$ cat src/rtl/avg_frame_sched.sv
// Frame-level controller for the AVG vector core: go/reset pulse timing,
// halt watchdog and an edge-captured segment FIFO feeding the rasterizer.
module avg_frame_sched #(
    parameter int FIFO_DEPTH  = 16,
    parameter int GO_HOLD     = 16,
    parameter int WDOG_CYCLES = 1000000
) (
    input  logic        clk_in,
    input  logic        rst_n_in,
    input  logic        cpu_vggo_in,
    input  logic        cpu_vgrst_in,
    input  logic        avg_halt_in,
    input  logic        avg_lr_write_in,
    input  logic [12:0] seg_start_x_in,
    input  logic [12:0] seg_start_y_in,
    input  logic [12:0] seg_end_x_in,
    input  logic [12:0] seg_end_y_in,
    input  logic [3:0]  seg_intensity_in,
    output logic        avg_vggo_out,
    output logic        avg_rst_out,
    output logic        seg_valid_out,
    input  logic        seg_ready_in,
    output logic [55:0] seg_data_out,
    output logic        busy_out,
    output logic        frame_done_out,
    output logic        overflow_out,
    output logic [7:0]  drop_count_out,
    output logic        timeout_out
);

    localparam int AW = $clog2(FIFO_DEPTH);
    localparam int HW = (GO_HOLD > 1) ? $clog2(GO_HOLD) : 1;
    localparam logic [AW:0]   PTR_ZERO   = (AW+1)'(0);
    localparam logic [AW:0]   PTR_ONE    = (AW+1)'(1);
    localparam logic [AW:0]   DEPTH_CNT  = (AW+1)'(FIFO_DEPTH);
    localparam logic [HW-1:0] HOLD_ZERO  = HW'(0);
    localparam logic [HW-1:0] HOLD_ONE   = HW'(1);
    localparam logic [HW-1:0] HOLD_LAST  = HW'(GO_HOLD - 1);
    localparam logic [19:0]   WDOG_LIMIT = 20'(WDOG_CYCLES);

    typedef enum logic [2:0] {
        S_IDLE       = 3'd0,
        S_KICK       = 3'd1,
        S_WAIT_START = 3'd2,
        S_RUN        = 3'd3,
        S_DRAIN      = 3'd4,
        S_RECOVER    = 3'd5
    } state_t;

    function automatic logic [55:0] pack_seg(
        input logic [3:0]  intensity,
        input logic [12:0] sx,
        input logic [12:0] sy,
        input logic [12:0] ex,
        input logic [12:0] ey
    );
        return {intensity, sx, sy, ex, ey};
    endfunction

    state_t        state_r, state_nxt_s;
    logic [HW-1:0] hold_r, hold_nxt_s;
    logic [19:0]   wdog_r, wdog_nxt_s;
    logic          go_pending_r, go_pending_nxt_s;
    logic          timeout_r, timeout_nxt_s;
    logic          overflow_r;
    logic [7:0]    drop_r;
    logic          vggo_r, rst_r, busy_r, frame_done_r;
    logic          lr_prev_r;
    logic          go_start_s, wdog_fire_s, vgrst_any_s;

    logic [55:0]   mem_r [FIFO_DEPTH];
    logic [AW:0]   wptr_r, rptr_r, count_s, count_after_s;
    logic          empty_s, full_s, push_s, pop_s, push_ok_s, drop_s, flush_s;
    logic [55:0]   seg_in_s;

    assign seg_in_s    = pack_seg(seg_intensity_in, seg_start_x_in, seg_start_y_in,
                                  seg_end_x_in, seg_end_y_in);
    assign count_s     = wptr_r - rptr_r;
    assign empty_s     = (count_s == PTR_ZERO);
    assign full_s      = (count_s == DEPTH_CNT);
    assign push_s      = avg_lr_write_in && !lr_prev_r && ((state_r == S_RUN) || (state_r == S_DRAIN));
    assign pop_s       = !empty_s && seg_ready_in;
    assign push_ok_s   = push_s && (!full_s || pop_s);
    assign flush_s     = (state_nxt_s == S_RECOVER);
    assign drop_s      = push_s && full_s && !pop_s && !flush_s;
    assign count_after_s = count_s + (push_ok_s ? PTR_ONE : PTR_ZERO) - (pop_s ? PTR_ONE : PTR_ZERO);

    assign wdog_fire_s = (wdog_r >= WDOG_LIMIT) && ((state_r == S_WAIT_START) || (state_r == S_RUN));
    assign vgrst_any_s = cpu_vgrst_in && (state_r != S_RECOVER);

    // Next-state, pending-go, timeout and timer update logic.
    always_comb begin
        state_nxt_s      = state_r;
        go_pending_nxt_s = go_pending_r | cpu_vggo_in;
        timeout_nxt_s    = timeout_r;
        go_start_s       = 1'b0;
        hold_nxt_s       = hold_r;
        wdog_nxt_s       = wdog_r;

        if (vgrst_any_s) begin
            // A coincident watchdog expiry keeps timeout set.
            state_nxt_s   = S_RECOVER;
            timeout_nxt_s = wdog_fire_s;
        end else begin
            case (state_r)
                S_IDLE: begin
                    if (cpu_vggo_in || go_pending_r) begin
                        state_nxt_s      = S_KICK;
                        go_start_s       = 1'b1;
                        go_pending_nxt_s = 1'b0;
                    end else begin
                        state_nxt_s = S_IDLE;
                    end
                end
                S_KICK: begin
                    if (hold_r == HOLD_LAST) state_nxt_s = S_WAIT_START;
                    else                     state_nxt_s = S_KICK;
                end
                S_WAIT_START: begin
                    if (wdog_fire_s) begin
                        state_nxt_s   = S_RECOVER;
                        timeout_nxt_s = 1'b1;
                    end else if (!avg_halt_in) begin
                        state_nxt_s = S_RUN;
                    end else begin
                        state_nxt_s = S_WAIT_START;
                    end
                end
                S_RUN: begin
                    if (wdog_fire_s) begin
                        state_nxt_s   = S_RECOVER;
                        timeout_nxt_s = 1'b1;
                    end else if (avg_halt_in) begin
                        state_nxt_s = S_DRAIN;
                    end else begin
                        state_nxt_s = S_RUN;
                    end
                end
                S_DRAIN: begin
                    if (count_after_s == PTR_ZERO) state_nxt_s = S_IDLE;
                    else                           state_nxt_s = S_DRAIN;
                end
                S_RECOVER: begin
                    if (!cpu_vgrst_in && (hold_r == HOLD_LAST)) state_nxt_s = S_IDLE;
                    else                                        state_nxt_s = S_RECOVER;
                end
                default: state_nxt_s = S_IDLE;
            endcase
        end

        if ((state_nxt_s != state_r) || ((state_r == S_RECOVER) && cpu_vgrst_in)) begin
            hold_nxt_s = HOLD_ZERO;
        end else if ((state_r == S_KICK) || (state_r == S_RECOVER)) begin
            hold_nxt_s = hold_r + HOLD_ONE;
        end else begin
            hold_nxt_s = hold_r;
        end

        if (go_start_s) begin
            wdog_nxt_s = 20'd0;
        end else if (((state_r == S_KICK) || (state_r == S_WAIT_START) || (state_r == S_RUN))
                     && (wdog_r != 20'hFFFFF)) begin
            wdog_nxt_s = wdog_r + 20'd1;
        end else begin
            wdog_nxt_s = wdog_r;
        end
    end

    // Control state, timers and registered status outputs.
    always_ff @(posedge clk_in) begin
        if (!rst_n_in) begin
            state_r      <= S_IDLE;
            hold_r       <= HOLD_ZERO;
            wdog_r       <= 20'd0;
            go_pending_r <= 1'b0;
            timeout_r    <= 1'b0;
            overflow_r   <= 1'b0;
            drop_r       <= 8'd0;
            vggo_r       <= 1'b0;
            rst_r        <= 1'b0;
            busy_r       <= 1'b0;
            frame_done_r <= 1'b0;
            lr_prev_r    <= 1'b0;
        end else begin
            state_r      <= state_nxt_s;
            hold_r       <= hold_nxt_s;
            wdog_r       <= wdog_nxt_s;
            go_pending_r <= go_pending_nxt_s;
            timeout_r    <= timeout_nxt_s;
            vggo_r       <= (state_nxt_s == S_KICK);
            rst_r        <= (state_nxt_s == S_RECOVER);
            busy_r       <= (state_nxt_s != S_IDLE);
            frame_done_r <= (state_r == S_DRAIN) && (state_nxt_s == S_IDLE);
            lr_prev_r    <= avg_lr_write_in;
            if (go_start_s) begin
                overflow_r <= 1'b0;
                drop_r     <= 8'd0;
            end else if (drop_s) begin
                overflow_r <= 1'b1;
                drop_r     <= (drop_r == 8'hFF) ? 8'hFF : (drop_r + 8'd1);
            end
        end
    end

    // FIFO pointers; entering RECOVER discards every queued segment.
    always_ff @(posedge clk_in) begin
        if (!rst_n_in) begin
            wptr_r <= PTR_ZERO;
            rptr_r <= PTR_ZERO;
        end else if (flush_s) begin
            rptr_r <= wptr_r;
        end else begin
            if (push_ok_s) wptr_r <= wptr_r + PTR_ONE;
            if (pop_s)     rptr_r <= rptr_r + PTR_ONE;
        end
    end

    // Segment storage; contents are only observable through valid entries.
    always_ff @(posedge clk_in) begin
        if (push_ok_s && !flush_s) mem_r[wptr_r[AW-1:0]] <= seg_in_s;
    end

    assign seg_valid_out  = !empty_s;
    assign seg_data_out   = empty_s ? 56'd0 : mem_r[rptr_r[AW-1:0]];
    assign avg_vggo_out   = vggo_r;
    assign avg_rst_out    = rst_r;
    assign busy_out       = busy_r;
    assign frame_done_out = frame_done_r;
    assign overflow_out   = overflow_r;
    assign drop_count_out = drop_r;
    assign timeout_out    = timeout_r;

endmodule

$ cat config.mk
export PLATFORM = sky130hd
export DESIGN_NAME = avg_frame_sched
export DESIGN_NICKNAME = d
export VERILOG_FILES = /design/src/rtl/avg_frame_sched.sv
export SDC_FILE = /design/constraint.sdc
export NUM_CORES = 1
export LEC_CHECK = 0
export ABC_CLOCK_PERIOD_IN_PS = 11900
export BUFFER_PORTS_ARGS = -buffer_cell sky130_fd_sc_hd__buf_2
export CAP_MARGIN = 20
export CORE_MARGIN = 1.5
export CORE_UTILIZATION = 61
export CTS_BUF_LIST = sky130_fd_sc_hd__clkbuf_16
export DETAILED_ROUTE_END_ITERATION = 8
export PLACE_DENSITY = 0.79
export SETUP_SLACK_MARGIN = 0.05
export SKIP_CTS_REPAIR_TIMING = 1
export SLEW_MARGIN = 30
export SYNTH_ARGS = -nofsm -noshare
export SYNTH_HDL_FRONTEND = slang
export SYNTH_SLANG_ARGS = --single-unit
$ cat constraint.sdc
create_clock -name clk_in -period 11.9 [get_ports clk_in]
set_clock_uncertainty 0.05 [all_clocks]
set_input_delay 2.975 -clock clk_in [delete_from_list [all_inputs] [get_ports clk_in]]
set_output_delay 2.975 -clock clk_in [all_outputs]
set_load 0.005 [all_outputs]
==> results of run 1 <==
final cells by class:
class | count | area [sq um]
clock buffers | 91 | 2280
inverters | 22 | 85.1
clock inverters | 72 | 669
flip-flops and latches | 953 | 28100
diodes | 10 | 25.0
repair buffers | 166 | 990
fillers | 3460 | 18400
multi-input cells | 631 | 8770
well taps | 782 | 978
tightest hold or removal path: stages (launching register included):
cell and delay (ns):
dfxtp_1 0.33, nor2_1 0.05, nor2_1 0.07
cell usage after synthesis, drive strengths merged (2+ instances only):
master	instances	share of area [%]
xor2	14	0.33
ha	18	0.61
o31a	2	0.051
and2b	2	0.044
o2111ai	5	0.17
a21boi	2	0.040
a21o	3	0.061
a211oi	3	0.061
o21ai	15	0.20
nor3	18	0.27
or3	3	0.051
nor2	44	0.44
clkbuf	54	0.55
or2	3	0.051
nand4	11	0.19
and2	63	1.1
o21ba	2	0.054
buf	30	0.44
dfxtp	57	3.1
o211ai	2	0.040
nand2	29	0.29
a311oi	5	0.19
nand2b	4	0.067
fa	2	0.11
inv	22	0.22
edfxtp	896	72
mux4	280	17
nor2b	2	0.034
xnor2	18	0.42
a41oi	2	0.047
nand3	18	0.24
a21oi	28	0.40
nor4	6	0.16
and3	7	0.12
o21bai	2	0.040
state kept, by name (all words and copies together), names as in the netlist, 3 cells and up, named ones only:
name,flops
drop_count_out,8
hold_r,4
mem_r,896
rptr_r,5
state_r,3
wdog_r,20
wptr_r,5
per-stage QoR:
step / instance area (sq um) / worst slack [ns] / instances / power, mW / util (%)
after floorplan: 37100 / 3.67 / 1690 / 4.09 / -
after global placement: 38800 / 5.07 / 2551 / 4.24 / 64.4
after CTS: 41800 / 4.32 / 2716 / 7.10 / 69.4
after detailed placement: 38900 / 5.02 / 2553 / 4.25 / 64.5
after global routing: 41800 / 4.15 / 2723 / 7.25 / 69.5
final: 41900 / 4.44 / 2727 / 7.05 / 69.5
worst min path at each step:
stage                                          from                        end  slack, ns  cells past startpoint
after global placement    overflow_out$_SDFFE_PP0P_  overflow_out$_SDFFE_PP0P_       0.39                      2
after global routing      overflow_out$_SDFFE_PP0P_  overflow_out$_SDFFE_PP0P_       0.46                      2
after detailed placement  overflow_out$_SDFFE_PP0P_  overflow_out$_SDFFE_PP0P_       0.42                      2
final                     overflow_out$_SDFFE_PP0P_  overflow_out$_SDFFE_PP0P_       0.43                      2
after floorplan           overflow_out$_SDFFE_PP0P_  overflow_out$_SDFFE_PP0P_       0.41                      2
after CTS                 overflow_out$_SDFFE_PP0P_  overflow_out$_SDFFE_PP0P_       0.44                      2
power by group through the flow:
stage / Combinational (mW) / Sequential [mW] / Clock (mW)
after floorplan: 0.335 / 3.75 / 0
after global placement: 0.468 / 3.77 / 0
after detailed placement: 0.482 / 3.77 / 0
after CTS: 0.493 / 3.70 / 2.90
after global routing: 0.524 / 3.70 / 3.02
final: 0.487 / 3.70 / 2.86
cells in the final DEF (no fill, tap or decap), types with 14 or more instances in the layout:
master     netlist  final
edfxtp_1       896    896
mux4_2         280    280
buf_2           17    133
clkbuf_16        0     91
and2_1          62     62
dfxtp_1         57     53
inv_1           22     37
nor2_1          44     33
nand2_1         29     29
a21oi_1         26     26
buf_4            2     26
clkinv_1         0     22
nand3_1         18     18
xnor2_1         18     18
ha_1            18     18
xor2_1          14     14
o21ai_0         15     14
clkinv_2         0     14
per-layer routing:
metal | GRT usage, % | routed length, um | share of wire, %
met1 | 36.8 | 31100 | 37
met5 | 0 | 57 | 0.068
met4 | 10.1 | 2160 | 2.6
met2 | 46.8 | 43700 | 52
met3 | 4.84 | 6920 | 8.2
cell families after synthesis:
family                   share of synthesized area (%)
flip-flops                                        75.5
multiplexers                                      17.0
AND/OR/NAND/NOR                                   3.17
buffers and inverters                             1.21
AO/OA/AOI/OAI                                     1.55
XOR/XNOR                                         0.815
adder cells (fa/ha/maj)                          0.714
==> flow_summary.json, run 1 <==
{
  "portBuffers": 133,
  "grt_pass1_wl_um": 124000,
  "hold_slack_ns": 0.432,
  "routedWlPerCell_um": 30.8,
  "path_cells": "buf_12, buf_4, mux4_2, mux4_2, and2_1, buf_2",
  "p_switching_mw": 1.50,
  "p_int_mw": 5.55,
  "setup-tns-final_ns": 0,
  "setup_viol": 0,
  "synth_area_per_cell_sq_um": 22.0,
  "ant_nets": 0,
  "power.density_mw_per_mm2": 168,
  "cts-root-buf": "clkbuf_16",
  "cts_tree": "yes",
  "regToRegSetupSlack_ns": 6.59,
  "swShare_pct": 21.2,
  "ys_warn_count": 0,
  "r2r-start": "wptr_r[2]$_SDFFE_PN0P_",
  "cpPeakStageDelay_ns": 0.84,
  "core_sq_mm": 0.0602,
  "post-route-period-util_pct": 62.7,
  "critPathBufInv": 3,
  "synth_nets": 1773,
  "crit_family": "buffers and inverters",
  "antenna_found_initial": 13,
  "combPwrFrac_pct": 6.9,
  "grt.overflow.total": 0,
  "first_pass_iters": 5,
  "die_x_um": 250,
  "synth_flop_cell": "edfxtp_1",
  "cts_buffers": 91,
  "die_height_um": 250,
  "cp-start-kind": "flip-flop",
  "worstMarginPinSlew_ns": 0.977,
  "min_path_type": "reg -> reg",
  "status": "complete, no violations",
  "worstRegToRegCells": 21,
  "worstPathArrival_ns": 4.43,
  "synthToLayoutAreaGrowth_pct": 12.7,
  "clkTransAtPathRegs_ns": 0.06,
  "drc": 0,
  "synth_seq_cells": 953,
  "ios": 134,
  "slew_headroom_pct": 34.9,
  "worstPathRequired_ns": 8.88,
  "place.gp.congestion": 0.823,
  "grt_usage_pct": 27.7,
  "clk_path_buf_depth": 3,
  "post-route-min-period_ns": 7.46,
  "drv_cap": 0,
  "avgViaCountPerCell": 6.56,
  "netlist_area_sq_mm": 0.0371,
  "fmaxAchievable_mhz": 134,
  "drt_iter0_drc": 2246,
  "crit_end": "seg_data_out[5]",
  "async_flop_share_pct": 0,
  "seq_power_share_pct": 52.5,
  "num_rows": 90,
  "grt_max_degree": 88,
  "crit_fanout": 87,
  "synth.distinct_cells": 65,
  "cpMostUsedCell": "mux4_2",
  "ir_worst_vdd_mv": 0.168,
  "crit_type": "reg -> out",
  "drive_gt1_share_pct": 31.9,
  "final_nets": 1948,
  "hold_viol": 0,
  "rsz0062_at_grt": "false",
  "cts.htree.levels": 3,
  "dp_hpwl_um": 39700,
  "worst-path-stages": 6,
  "end_kind": "primary output",
  "grt_pass1_vias": 18865,
  "syn-instance-count": 1690,
  "vias": 17883,
  "synth_edf_count": 896,
  "p_clk_share_pct": 40.6,
  "initial_utilization_pct": 61.7,
  "clk-insertion-delay-late_ns": 0.64,
  "cp_slowest_cell": "dfxtp_4",
  "ys_seq_area_share_pct": 75.5,
  "slew_violations": 0,
  "die_area_sq_mm": 0.0624,
  "reg2reg_to": "hold_r[0]$_SDFFE_PP0P_",
  "wirelength_um": 84000,
  "cts_sinks": 953,
  "p_leak_nw": 13.2
}
(Power assumes the default switching activity.)
==> inputs of run 2 (changes only) <==
Settings changed: ABC_CLOCK_PERIOD_IN_PS 11900 to 6500, CORE_UTILIZATION 61 to 56, PLACE_DENSITY 0.79 to 0.76.
Clock period 11.9 ns to 6.5 ns, I/O delays scaled along.
==> flow_summary.json, run 2 (synthesized netlist as in run 1, its figures left out) <==
{
  "status": "complete, no violations",
  "die_x_um": 261,
  "wirelength_um": 82000,
  "grt.overflow.total": 0,
  "rsz0062_at_grt": "false",
  "end_kind": "primary output",
  "grt_pass1_wl_um": 120000,
  "grt_max_degree": 57,
  "cpMostUsedCell": "ha_1",
  "post-route-period-util_pct": 90.2,
  "use_met3_pct": 4.59,
  "seq_power_share_pct": 52.5,
  "p_leak_nw": 13.2,
  "path_cells": "ha_1, a21oi_1, nand2_1, xnor2_1, ha_1, nand3_1, o21ba_2, inv_2, buf_4, and2_1, buf_2",
  "hold_viol": 0,
  "portBuffers": 133,
  "slew_violations": 0,
  "cts.htree.levels": 3,
  "synthToLayoutAreaGrowth_pct": 13.5,
  "place.gp.congestion": 0.806,
  "clk-insertion-delay-late_ns": 0.66,
  "drv_cap": 0,
  "combPwrFrac_pct": 7.0,
  "hold_depth": 2,
  "worst-path-stages": 11,
  "worstRegToRegCells": 21,
  "p_switching_mw": 2.84,
  "crit_family": "buffers and inverters",
  "drt_iter0_drc": 1593,
  "drc": 0,
  "placed_area_sq_mm": 0.0391,
  "routedWlPerCell_um": 29.1,
  "swShare_pct": 22.0,
  "critPathBufInv": 3,
  "top_usage_layer": "met2",
  "core_sq_mm": 0.0657,
  "ios": 134,
  "slew_headroom_pct": 34.9,
  "fmaxAchievable_mhz": 171,
  "cts_buffers": 95,
  "antenna_found_initial": 11,
  "pre_cts_slack_ns": 1.27,
  "clk_path_buf_depth": 3,
  "first_pass_iters": 5,
  "clkTransAtPathRegs_ns": 0.07,
  "drive_gt1_share_pct": 32.2,
  "avgViaCountPerCell": 6.30,
  "setup_ws_ns": 0.640,
  "met1_usage_pct": 32.6,
  "cpPeakStageDelay_ns": 0.75,
  "grt_usage_pct": 24.7,
  "ant_nets": 0,
  "final_nets": 1954,
  "setup_viol": 0,
  "setup-tns-final_ns": 0,
  "cts-root-buf": "clkbuf_16",
  "dp_hpwl_um": 39200,
  "worstMarginPinSlew_ns": 0.976,
  "met2_usage_pct": 42.4,
  "cts_sinks": 953,
  "ir_worst_vdd_mv": 0.229,
  "die_area_sq_mm": 0.0679,
  "die_height_um": 261,
  "power.density_mw_per_mm2": 306,
  "cp_slowest_cell": "dfxtp_1",
  "min_path_type": "reg -> reg",
  "grt_pass1_vias": 18404,
  "power_mw": 12.9,
  "final_cell_mix": "edfxtp_1 (896), mux4_2 (280), buf_2 (133)",
  "worstPathRequired_ns": 4.83,
  "vias": 17776,
  "post-route-min-period_ns": 5.86,
  "crit_fanout": 34,
  "initial_utilization_pct": 56.5,
  "crit_type": "reg -> out",
  "p_int_mw": 10.1,
  "num_rows": 94,
  "cts_tree": "yes",
  "worstPathArrival_ns": 4.18,
  "cp-start-kind": "flip-flop",
  "final_area_sq_mm": 0.0422,
  "layout.cells.most_common": "edfxtp_1",
  "p_clk_share_pct": 40.5,
  "largest_reg_flops": 896
}
-- run 2: cell count changes in the layout (fill, tap and decap cells not counted), sizes merged, moves of 3 or more --
cell      before  now
clkinvlp       1    4
diode         10    7
clkinv        39   49
inv           43   46
clkbuf        91   95
bufinv        11    5
-- run 2: power groups by stage --
stage / combinational (mW) / sequential, mW / clock (mW)
detailed placement: 0.907 / 6.91 / 0
global placement: 0.886 / 6.91 / 0
floorplan: 0.613 / 6.87 / 0
global route: 0.981 / 6.78 / 5.52
finish: 0.907 / 6.78 / 5.23
CTS: 0.921 / 6.78 / 5.30
-- run 2: worst paths after layout --
| kind | start | to | slack (ns) |
|---|---|---|---|
| setup / recovery | wptr_r[2]$_SDFFE_PN0P_ | seg_data_out[31] | 0.64 |
| hold / removal | overflow_out$_SDFFE_PP0P_ | overflow_out$_SDFFE_PP0P_ | 0.43 |
| setup reg to reg | wptr_r[2]$_SDFFE_PN0P_ | hold_r[1]$_SDFFE_PP0P_ | 1.23 |
| hold reg to reg | overflow_out$_SDFFE_PP0P_ | overflow_out$_SDFFE_PP0P_ | 0.43 |
-- run 2: area by class of cell --
type,count,area [sq um]
clock inverters,82,638
well taps,864,1080
inverters,22,82.6
multi-input cells,631,8800
flip-flops and latches,953,28100
fillers,4119,23600
diodes,7,17.5
repair buffers,168,1100
clock buffers,95,2380
-- run 2: metrics by stage --
step           util [%]  instances  hold WS (ns)
6_report           64.1       2822         0.433
5_1_grt            64.1       2818         0.451
4_1_cts            64.0       2813         0.442
3_5_place_dp       59.5       2636         0.428
3_3_place_gp       59.4       2636         0.394
2_1_floorplan         -       1690         0.414
-- run 2: tightest hold or removal path, cell delays in order (launching register included) --
cell	delay [ns]
dfxtp_1	0.32
nor2_1	0.05
nor2_1	0.08
-- run 2: per-layer routing --
| layer | vias to the layer above | part of all wire, % |
|---|---|---|
| met4 | 8 | 2.2 |
| met1 | 9354 | 38 |
| met3 | 154 | 7.4 |
| met5 | - | 0.057 |
| met2 | 808 | 53 |
| li1 | 7452 | - |
